[config.mk]
export PLATFORM = sky130hd
export DESIGN_NAME = mode_key_ctrl
export DESIGN_NICKNAME = d
export VERILOG_FILES = /design/src/rtl/mode_key_ctrl.sv
export SDC_FILE = /design/constraint.sdc
export NUM_CORES = 1
export LEC_CHECK = 0
export ABC_AREA = 1
export CORE_MARGIN = 2
export CORE_UTILIZATION = 60
export CTS_CLUSTER_DIAMETER = 200
export DETAILED_ROUTE_END_ITERATION = 16
export DONT_BUFFER_PORTS = 1
export PLACE_DENSITY = 0.76
export SLEW_MARGIN = 20
export SYNTH_ARGS = -nofsm -noshare
export SYNTH_HDL_FRONTEND = slang
export SYNTH_SLANG_ARGS = --single-unit
[constraint.sdc]
create_clock -name clk -period 2.3 [get_ports clk]
set_clock_uncertainty 0.1 [all_clocks]
set_input_delay 0.46 -clock clk [delete_from_list [all_inputs] [get_ports clk]]
set_output_delay 0.46 -clock clk [all_outputs]
set_load 0.1 [all_outputs]
[src/rtl/mode_key_ctrl.sv]
// mode_key_ctrl
//   Debounces the active-low mode push-button and turns each accepted press
//   into a toggle of the registered mode level feeding the LED chaser.
//   A press held for LONG_CYC cycles after acceptance forces mode back to 0.
//
// Ports
//   clk        : system clock, rising edge
//   rstn       : asynchronous active-low reset
//   key_n      : raw button, active-low, asynchronous and bouncy
//   mode       : registered mode level (0 = sequential, 1 = even/odd)
//   mode_chg   : one-cycle pulse whenever mode changes value
//   long_press : one-cycle pulse when a long press is recognised
module mode_key_ctrl #(
  parameter int DEBOUNCE_CYC = 200000,
  parameter int LONG_CYC     = 20000000
) (
  input  logic clk,
  input  logic rstn,
  input  logic key_n,
  output logic mode,
  output logic mode_chg,
  output logic long_press
);

  localparam int CNT_W = $clog2(LONG_CYC) + 1;
  localparam logic [CNT_W-1:0] DEB_LAST  = CNT_W'(DEBOUNCE_CYC - 1);
  localparam logic [CNT_W-1:0] LONG_LAST = CNT_W'(LONG_CYC - 1);

  typedef enum logic [1:0] {
    IDLE         = 2'd0,
    PRESS_WAIT   = 2'd1,
    PRESSED      = 2'd2,
    RELEASE_WAIT = 2'd3
  } state_t;

  state_t           state;
  logic [CNT_W-1:0] cnt;
  logic             long_fired;
  logic             sync1;
  logic             sync2;
  logic             pressed;

  // Synchroniser: both flops reset to the released level
  always_ff @(posedge clk or negedge rstn) begin
    if (!rstn) begin
      sync1 <= 1'b1;
      sync2 <= 1'b1;
    end else begin
      sync1 <= key_n;
      sync2 <= sync1;
    end
  end

  assign pressed = ~sync2;

  // Debounce / long-press FSM with registered outputs
  always_ff @(posedge clk or negedge rstn) begin
    if (!rstn) begin
      state      <= IDLE;
      cnt        <= '0;
      long_fired <= 1'b0;
      mode       <= 1'b0;
      mode_chg   <= 1'b0;
      long_press <= 1'b0;
    end else begin
      mode_chg   <= 1'b0;
      long_press <= 1'b0;
      case (state)
        IDLE: begin
          if (pressed) begin
            state <= PRESS_WAIT;
            cnt   <= '0;
          end
        end
        PRESS_WAIT: begin
          if (!pressed) begin
            // bounce: drop back without touching mode
            state <= IDLE;
            cnt   <= '0;
          end else if (cnt == DEB_LAST) begin
            state    <= PRESSED;
            cnt      <= '0;
            mode     <= ~mode;
            mode_chg <= 1'b1;
          end else begin
            cnt <= cnt + 1'b1;
          end
        end
        PRESSED: begin
          if (!pressed) begin
            state <= RELEASE_WAIT;
            cnt   <= '0;
          end else if (!long_fired) begin
            if (cnt == LONG_LAST) begin
              // counter stays parked here for the rest of the press
              long_press <= 1'b1;
              long_fired <= 1'b1;
              if (mode) begin
                mode     <= 1'b0;
                mode_chg <= 1'b1;
              end
            end else begin
              cnt <= cnt + 1'b1;
            end
          end
        end
        RELEASE_WAIT: begin
          if (pressed) begin
            // release bounce: resume the hold, keep long_fired
            state <= PRESSED;
            cnt   <= '0;
          end else if (cnt == DEB_LAST) begin
            state      <= IDLE;
            cnt        <= '0;
            long_fired <= 1'b0;
          end else begin
            cnt <= cnt + 1'b1;
          end
        end
        default: begin
          state <= IDLE;
          cnt   <= '0;
        end
      endcase
    end
  end

endmodule
==> Yosys cells after proc, flatten, opt, wreduce, memory -nomap -nowiden <==
Cells that the tools add are included.
{ "word_totals": {"regBits": 34, "out_inout_bits": 3, "word_cells": 72} }
{ "classes": {"addsub": 1, "eq_ne": 18, "n_mux": 37, "bitwise_logic": 1, "n_reduce_logical": 7} }
{ "ops": {"columns": ["op", "n"], "rows": [
  ["2-to-1 mux 26 bit", 7],
  ["case mux 26 bit (4 select lines)", 1],
  ["adder 26 x 1 -> 26 bit (second input constant)", 1],
  ["equality test 26 x 18 -> 1 bit (second input constant)", 1],
  ["equality test 26 x 25 -> 1 bit (second input constant)", 1],
  ["2-to-1 mux 1 bit", 19],
  ["inequality test 2 bit (second input constant)", 9],
  ["2-to-1 mux 2 bit", 6],
  ["inequality test 3 bit (second input constant)", 4],
  ["case mux 2 bit (4 select lines)", 1],
  ["AND reduction 4 bit", 2],
  ["case mux 1 bit (2 select lines)", 3],
  ["AND reduction 6 bit", 1],
  ["equality test 2 bit (second input constant)", 2],
  ["nonzero test 2 bit", 2],
  ["AND reduction 3 bit", 1],
  ["equality test 2 x 1 -> 1 bit (second input constant)", 1],
  ["logical NOT 2 bit", 1],
  ["NOT 1 bit", 1]
]} }

==> Depth between registers and ports, before layout <==
Gate-level depths: netlist (run 1).
{ "depth": {"ltp_word": 5, "ltp_mapped": 14, "mapped_depth_nobuf": 13} }

==> Worst setup path after synthesis (run 1) <==
OpenSTA, ideal clock, no wires.
{ "synth_path": {"path_kind": "register -> register", "startpoint": "register state[0]", "endpoint": "register cnt[10]", "t_arrival_ps": 1583, "t_required_ps": 2084, "path_slack_ps": 501, "stages_incl_launch_ff": 9, "n_path_buf": 2, "synth_period_minus_slack_ps": 1799, "cell_sequence": "dfrtp_1 inv_1 ha_1 nand2_1 buf_2 buf_1 nand4_1 nand2_1 nor2_1"} }
{ "synth_between": {"elab_chain_len": 3, "word_cells_on_any_way": 9, "classes_between": "eq/ne (6); mux (1); reduce/logical (2)"} }
{ "synth_rtl": {"columns": ["element", "line", "rtl"], "rows": [
  ["start: declaration", "36", "state_t state;"],
  ["start signal: assignment", "59", "state <= IDLE;"],
  ["start signal: assignment", "71", "state <= PRESS_WAIT;"],
  ["start signal: assignment", "78", "state <= IDLE;"],
  ["equality test 2 bit / logical NOT 2 bit (equally long branches)", "68", "case (state)"],
  ["inequality test 3 bit (no line) / inequality test 2 bit (equally long branches)", null, null],
  ["AND reduction 3 bit (no line)", null, null],
  ["end signal: assignment", "86", "cnt <= cnt + 1'b1;"],
  ["end signal: assignment", "103", "cnt <= cnt + 1'b1;"],
  ["end signal: assignment", "117", "cnt <= cnt + 1'b1;"],
  ["end: declaration", "37", "logic [CNT_W-1:0] cnt;"]
]} }
Several ways; a longest one is shown, not always the timed one.
A chain may end at the register's enable or synchronous reset.

==> Final worst setup path (run 1) <==
{ "layout_path": {"startpoint": "register cnt[0]", "endpoint": "register cnt[15]"} }
{ "layout_between": {"elab_chain_len": 5, "word_cells_on_any_way": 12, "classes_between": "add/sub (1); eq/ne (3); mux (7); reduce/logical (1)"} }
{ "layout_rtl": {"columns": ["element", "line", "rtl"], "rows": [
  ["adder 26 x 1 -> 26 bit", "86, 103, 117", null],
  ["2-to-1 mux 26 bit", "94", "if (cnt == LONG_LAST) begin"],
  ["2-to-1 mux 26 bit", "93", "end else if (!long_fired) begin"],
  ["2-to-1 mux 26 bit", "90", "if (!pressed) begin"],
  ["case mux 26 bit (4 select lines)", "68", null]
]} }
Several ways; a longest one is shown, not always the timed one. The select of a mux whose other input is x is not followed.

==> results of run 1 <==
how the worst min path moves through the flow:
stage | from | endpoint | slack (ns) | cells past startpoint
2_1_floorplan | rstn | asynchronous set/reset pin | 0.06 | 0
3_3_place_gp | rstn | cnt[2] | 0.07 | 0
3_5_place_dp | rstn | cnt[2] | 0.07 | 0
4_1_cts | key_n | sync1 | 0.07 | 0
5_1_grt | key_n | sync1 | 0.05 | 0
6_report | key_n | sync1 | 0.08 | 0
flip-flops by register name, summed over array words and instances (netlist names), named ones only:
signal and count:
cnt 26, long_fired 1, long_press 1, mode 1, mode_chg 1, state 1
sync1 1, sync2 1
area by class of cell:
type	count	area share [%]
clock buffers	7	3.13
clock inverters	1	0.182
inverters	54	7.54
well taps	50	2.27
repair buffers	11	3.54
flip-flops and latches	34	31.0
multi-input cells	298	52.4
where the power goes:
group          total [mW]  switching [mW]  internal (mW)
sequential          0.661          0.0305          0.630
clock               0.465           0.224          0.242
combinational       0.621           0.455          0.166
total                1.75           0.709           1.04
synth_stat cells (all sizes together):
library cell  instances  share of area [%]
buf                   8                2.0
or2                   1               0.24
nand4                37                9.0
clkinv                1               0.15
nor3                  6                1.2
nand2               119                 19
o221ai                1               0.34
nand3                48                9.9
ha                    6                2.9
dfrtp                32                 31
nand3b                2               0.58
dfstp                 2                2.0
and2                  2               0.49
inv                  53                7.9
o21ai                 9                1.8
a21boi                1               0.29
a21oi                 1               0.19
nor2                 65                 10
clkbuf                4               0.58
critical path, cell delays in order (launching register included):
cell,delay (ns)
dfrtp_1,0.41
ha_1,0.24
nand3_2,0.11
inv_2,0.06
nand2_2,0.10
inv_2,0.06
nand3_2,0.07
nand2_2,0.07
nand2_4,0.21
buf_4,0.25
nand3_1,0.11
nand2_1,0.08
nand2_1,0.04
nor2_1,0.08
cells by family (layout without fill, tap and decap cells):
logic type	count (synthesis)	in the layout	share of synthesized area [%]
AOI/OAI and AO/OA	12	12	2.58
adders and majority gates	6	6	2.92
buffers and inverters	66	73	10.7
DFF	34	34	33.2
and+or+nand+nor	280	280	50.7
metal layers:
metal,track usage (%),share of wire [%]
met5,0,0
met4,7.19,1.2
met3,7.27,8.7
met2,43.5,44
met1,43.3,46
metrics by stage:
| step | total power [mW] | worst slack [ns] |
|---|---|---|
| finish | 1.75 | 0.220 |
| global route | 1.84 | 0.0123 |
| CTS | 1.74 | 0.249 |
| global placement | 1.25 | 0.319 |
| floorplan | 1.13 | 0.501 |
| detailed placement | 1.26 | 0.272 |
repair_timing:
item	4_1_cts	5_1_grt
hold endpoints to repair	34	0
hold buffers	2	0
buffers inserted	0	0
endpoints found under the setup margin	0	0
==> run summary, run 1 <==
status -> finished clean
pin count of the biggest net entering global routing -> 35
Multi-input gate area -> 1440 µm²
clock root buffer -> clkbuf_8
Post-DP Area -> 2640 µm²
clock-pin slew on the worst setup and hold paths -> 0.08 ns
WL per Instance -> 14.6 µm
DRC viols -> 0
static leakage -> 1.30 nW
final core occ -> 67.9%
WHS -> 0.0756 ns
Period minus WS final -> 2.08 ns
post-synthesis sequential area ratio -> 33.2%
r2r worst-path depth -> 13
Synth Instances -> 398
final antenna-violating net count -> 0
P per Cell Area -> 634 nW/µm²
Port Buffer Count -> 0
Resized cells post-CTS -> 0
CTS Sinks -> 34
RSZ-0062 raised after global routing -> no
VDD IR max -> 0.609 mV
Total Routed Length -> 6650 µm
most frequent cells in the layout -> nand2_1 (111), nor2_1 (60), inv_1 (49)
initial cell density of the core -> 63.4%
Fin Setup TNS -> 0 ns
FP Rows -> 23
vias per cell -> 5.70
syn_area_per_cell -> 6.46 µm²
actual slew at the worst max-slew pin -> 0.432 ns
register area -> 853 µm²
crit path max fanout -> 20
Fin. Hold Viols -> 0
Max transition margin -> 71.0%
core footprint -> 4060 µm²
vias in the first global route -> 2378
R2R Setup Slk -> 0.22 ns
critical path endpoint category -> register
Synth cell types -> 30
Max-Cap Viols -> 0
Worst Setup EP -> cnt[15]
most common cell after layout, fill and taps aside -> nand2_1
global route total overflow -> 0
worst reg2reg path startpoint -> cnt[0]
Area Growth Syn to Fin -> 7.20%
FF+latch count, synth -> 34
Ant. Diodes -> 0
first-pass GRT wire length -> 11400 µm
CTS tree -> done
setup violators final -> 0
Pins Over Slew Limit -> 0
Top Ports -> 6
post-route cell area -> 2760 µm²
initial antenna violation count -> 0
non-filler cells, final -> 455
HP Class -> primary input to register
Die W -> 69.5 µm
RR Endpoint -> cnt[15]
f_max -> 0.481 GHz
chip height -> 69.5 µm
die area -> 4820 µm²
Inserted Clock Buffers -> 5
Layout Nets -> 413
clock buffer depth -> 2
GRT Total Usage -> 29.4%
CP startpoint kind -> register
Final period util -> 90.4%
vias -> 2594
Syn Std Cell Area -> 2570 µm²
Syn Nets -> 407
synth warn -> 0
RePlAce Congestion -> 0.929
DP HPWL -> 4970 µm
critical path class -> register to register
CP Data Required Time -> 2.41 ns
FILL cells -> 383
Clock Latency Late Sink -> 0.29 ns
fraction of layout cells with a size suffix above 1 -> 9.88%
initial drt markers -> 271
DR pass1 iterations -> 4
# placed instances -> 445
CP arrival -> 2.19 ns
critical path startpoint -> cnt[0]
htree depth -> 2
(Power assumes the default switching activity.)
==> inputs of run 2 (changes only) <==
--- a/config.mk
+++ b/config.mk
@@ -7,11 +7,10 @@
 export LEC_CHECK = 0
 export ABC_AREA = 1
 export CORE_MARGIN = 2
-export CORE_UTILIZATION = 60
+export CORE_UTILIZATION = 50
 export CTS_CLUSTER_DIAMETER = 200
 export DETAILED_ROUTE_END_ITERATION = 16
 export DONT_BUFFER_PORTS = 1
-export PLACE_DENSITY = 0.76
 export SLEW_MARGIN = 20
 export SYNTH_ARGS = -nofsm -noshare
 export SYNTH_HDL_FRONTEND = slang
==> constraint.sdc (replaced) <==
create_clock -name clk -period 2.6 [get_ports clk]
set_clock_uncertainty 0.1 [all_clocks]
set_input_delay 0.52 -clock clk [delete_from_list [all_inputs] [get_ports clk]]
set_output_delay 0.52 -clock clk [all_outputs]
set_load 0.1 [all_outputs]
==> run 2 against run 1 <==
Net effect: clock-buffer cell count unchanged; register-to-register slack better by 0.20 ns; first-iteration DRC count shrank 43%; sequential share of layout area is 0.23 points higher; hold slack gained 0.045 ns; setup slack improved by 0.20 ns; sequential cell count unchanged; non-clock buffer count fell by 6; final cell count grew 3.1%; via count decreased by 3.2%; die area increased by 19%; global-route usage down 3.2 points; critical endpoint is now cnt[6]; largest cell class unchanged; highest routed layer unchanged.
==> run summary, run 2 (synthesized netlist as in run 1, its figures left out) <==
RR Endpoint -> cnt[6]
CTS Sinks -> 34
fraction of layout cells with a size suffix above 1 -> 8.52%
WHS Path Cells -> 0
actual slew at the worst max-slew pin -> 0.864 ns
worst reg2reg path startpoint -> cnt[0]
static leakage -> 1.27 nW
initial drt markers -> 154
Ant. Diodes -> 0
final antenna-violating net count -> 0
DRC viols -> 0
vias in the first global route -> 2287
Top Ports -> 6
P per Cell Area -> 560 nW/µm²
Port Buffer Count -> 0
WHS -> 0.121 ns
Post-CTS Setup Inserts -> 0
setup violators final -> 0
die area -> 5730 µm²
initial cell density of the core -> 51.0%
Area Growth Syn to Fin -> 6.42%
Inserted Clock Buffers -> 5
first-pass GRT wire length -> 11200 µm
r2r worst-path depth -> 13
pin count of the biggest net entering global routing -> 35
vias -> 2510
Clock Latency Late Sink -> 0.29 ns
worst hold path endpoint -> sync1
chip height -> 75.7 µm
post-layout total power -> 1.53 mW
Hold Startpoint -> key_n
CTS tree -> done
crit path max fanout -> 31
Max-Cap Viols -> 0
FP Rows -> 26
Die W -> 75.7 µm
final core occ -> 54.3%
f_max -> 0.459 GHz
Final period util -> 83.8%
global route total overflow -> 0
status -> finished clean
htree depth -> 2
initial antenna violation count -> 0
clock buffer depth -> 2
critical path startpoint -> cnt[0]
DR pass1 iterations -> 4
CP Data Required Time -> 2.68 ns
clock-pin slew on the worst setup and hold paths -> 0.07 ns
VDD IR max -> 0.450 mV
Fin. Hold Viols -> 0
Total Routed Length -> 6630 µm
cts hold-fix bufs -> 2
most frequent cells in the layout -> nand2_1 (111), nor2_1 (60), inv_1 (49)
GRT Total Usage -> 26.2%
core footprint -> 5040 µm²
Layout Nets -> 407
critical path class -> register to register
CP startpoint kind -> register
Fin Setup TNS -> 0 ns
critical path endpoint category -> register
vias per cell -> 5.35
post-route cell area -> 2740 µm²
Max transition margin -> 42.4%
worst path cell trace -> ha_1 > nand3_2 > inv_2 > nand2_2 > inv_2 > nand3_2 > nand2_2 > nand2_4 > nand2_8 > inv_4 > nand2_4 > inv_4 > nor2_1
R2R Setup Slk -> 0.42 ns
CP arrival -> 2.26 ns
Period minus WS final -> 2.18 ns
RSZ-0062 raised after global routing -> no
Resized cells post-CTS -> 0
DP HPWL -> 4980 µm
Post-DP Area -> 2620 µm²
Top reg by flops -> cnt
Pins Over Slew Limit -> 0
clock root buffer -> clkbuf_8
max incr delay on CP -> 0.41 ns
HP Class -> primary input to register
slowest CP cell -> dfrtp_1
max reg flops -> 26
most common cell after layout, fill and taps aside -> nand2_1
WL per Instance -> 14.1 µm
RePlAce Congestion -> 0.880
[run 2: cell types whose count changed in the layout (fill, tap and decap cells not counted)]
cell,previous run,this run
buf_4,9,3
[run 2: report_power, final]
part	internal, mW	total, mW	switching [mW]
clock network	0.214	0.416	0.202
logic	0.140	0.529	0.390
registers	0.557	0.587	0.0299
total	0.911	1.53	0.621
[run 2: cell type report]
cell class                      instances  area, µm²
Inverter                               54        208
Sequential cell                        34        853
Clock buffer                            7       86.3
Tap cell                               70       87.6
Multi-Input combinational cell        298       1440
Timing Repair Buffer                    5       52.6
Fill cell                             531       2310
Clock inverter                          1       5.00
[run 2: worst max path at each step]
stage / end / slack [ns] / depth (start not counted)
after floorplan: cnt[10] / 0.80 / 8
after global placement: cnt[3] / 0.50 / 13
after detailed placement: cnt[20] / 0.44 / 13
after CTS: cnt[6] / 0.43 / 13
after global routing: cnt[20] / 0.24 / 10
final: cnt[6] / 0.42 / 13
[run 2: stage by stage]
stage / setup WS, ns / cells
3_5_place_dp: 0.438 / 459
2_1_floorplan: 0.801 / 398
5_1_grt: 0.236 / 469
3_3_place_gp: 0.504 / 459
4_1_cts: 0.430 / 469
6_report: 0.421 / 469
[run 2: metal layers]
layer  GRT usage (%)  wire length (µm)  vias to the layer above
met5               0                 0                        -
met4            8.58                89                        0
met3            3.57               298                        8
met2            41.2              3070                       68
met1            37.3              3170                     1150
li1                -                 -                     1284
[run 2: critical path: cells and delay by family, from the launching register on]
kind	cells	cell delay [ns]
fa+ha+maj	1	0.25
buf+inv	4	0.40
flops	1	0.41
simple gates	8	0.93
==> inputs of run 3 (changes only) <==
==> constraint.sdc (replaced) <==
create_clock -name clk -period 2.3 [get_ports clk]
set_clock_uncertainty 0.1 [all_clocks]
set_input_delay 0.46 -clock clk [delete_from_list [all_inputs] [get_ports clk]]
set_output_delay 0.46 -clock clk [all_outputs]
set_load 0.1 [all_outputs]
==> run 3 against run 2 <==
Net effect: hold slack worse by 0.046 ns; combinational power up 20%; die area unchanged; wire length up 4.1%; critical path type unchanged; global-route usage about the same; via count up 2.0%; total power up 14%; non-clock buffer count up 5; final cell count up 1.1%; largest cell class unchanged; fmax up 8.7%.
==> run summary, run 3 (synthesized netlist as in run 1, its figures left out) <==
status -> finished clean
vias per cell -> 5.40
cts hold-fix bufs -> 2
initial cell density of the core -> 51.0%
max reg flops -> 26
Resized cells post-CTS -> 0
setup violators final -> 0
pin count of the biggest net entering global routing -> 35
Max transition margin -> 65.4%
Clock Latency Late Sink -> 0.28 ns
CP Data Required Time -> 2.38 ns
RSZ-0062 raised after global routing -> no
crit path max fanout -> 9
Die W -> 75.7 µm
Layout Nets -> 412
RePlAce Congestion -> 0.986
HP Class -> primary input to register
most common cell after layout, fill and taps aside -> nand2_1
CP startpoint kind -> register
vias -> 2561
vias in the first global route -> 2279
WHS -> 0.0751 ns
Post-DP Area -> 2680 µm²
Port Buffer Count -> 0
Post-CTS Setup Inserts -> 0
worst reg2reg path startpoint -> cnt[1]
DR pass1 iterations -> 5
PnR worst setup slack -> 0.294 ns
critical path class -> register to register
Fin Setup TNS -> 0 ns
register area -> 853 µm²
critical path startpoint -> cnt[1]
CP arrival -> 2.08 ns
FP Rows -> 26
f_max -> 0.499 GHz
Top Ports -> 6
fraction of layout cells with a size suffix above 1 -> 9.41%
post-layout total power -> 1.75 mW
Fin. Hold Viols -> 0
Top reg by flops -> cnt
clock-pin slew on the worst setup and hold paths -> 0.07 ns
# placed instances -> 464
WL per Instance -> 14.6 µm
CTS Sinks -> 34
r2r worst-path depth -> 12
Final period util -> 87.2%
clock buffer depth -> 2
final core occ -> 55.5%
static leakage -> 1.31 nW
Area Growth Syn to Fin -> 8.81%
global route total overflow -> 0
core footprint -> 5040 µm²
clock root buffer -> clkbuf_8
die area -> 5730 µm²
post-route cell area -> 2800 µm²
critical path endpoint category -> register
non-filler cells, final -> 474
chip height -> 75.7 µm
final antenna-violating net count -> 0
Ant. Diodes -> 0
htree depth -> 2
DRC viols -> 0
Multi-input gate area -> 1440 µm²
P per Cell Area -> 626 nW/µm²
Period minus WS final -> 2.01 ns
most frequent cells in the layout -> nand2_1 (111), nor2_1 (60), inv_1 (49)
Total Routed Length -> 6900 µm
actual slew at the worst max-slew pin -> 0.515 ns
initial antenna violation count -> 0
GRT Total Usage -> 26.2%
Max-Cap Viols -> 0
FILL cells -> 496
CTS tree -> done
VDD IR max -> 0.590 mV
Pins Over Slew Limit -> 0
Inserted Clock Buffers -> 5
worst slack, placed -> 0.306 ns
R2R Setup Slk -> 0.29 ns
RR Endpoint -> cnt[6]
first-pass GRT wire length -> 11000 µm
DP HPWL -> 5140 µm
Worst Setup EP -> cnt[6]
initial drt markers -> 169
-- run 3: cell types whose count changed in the layout (fill, tap and decap cells not counted) --
cell / previous run / this run
clkbuf_1: 1 / 2
buf_4: 3 / 6
buf_12: 1 / 3
clkinv_2: 1 / 0
-- run 3: worst min-delay path by stage --
stage,cells after the start,from,slack (ns),to
2_1_floorplan,0,rstn,0.06,asynchronous set/reset pin
3_3_place_gp,0,rstn,0.07,cnt[4]
3_5_place_dp,0,rstn,0.07,cnt[9]
4_1_cts,0,key_n,0.06,sync1
5_1_grt,0,key_n,0.05,sync1
6_report,0,key_n,0.08,sync1
-- run 3: cell type report --
class | count | share of cell area [%]
multi-input combinational | 298 | 51.6
sequential | 34 | 30.5
inverter | 54 | 7.42
timing repair buffer | 10 | 4.11
clock buffer | 8 | 3.22
tap | 70 | 3.13
-- run 3: report_power, final --
group,internal [mW],total [mW],switching (mW)
combinational,0.175,0.633,0.458
sequential,0.630,0.662,0.0318
clock,0.244,0.457,0.213
-- run 3: routing by layer --
layer / wire (µm) / vias up / track usage, %
met1: 3340 / 1185 / 36.9
met4: 146 / 0 / 8.97
met2: 3120 / 72 / 41.2
met5: 0 / - / 0
li1: - / 1291 / -
met3: 292 / 13 / 4.23
-- run 3: critical path, stage by stage, from the launching register on --
cell and delay, ns:
dfrtp_1 0.39, ha_1 0.21, nand3_2 0.12, nor2_2 0.23, inv_1 0.06, nor2_1 0.10, nand2_1 0.10, nand2_1 0.10
nand2_2 0.11, nand2_2 0.10, nand2_4 0.09, inv_4 0.11, nor2_1 0.06
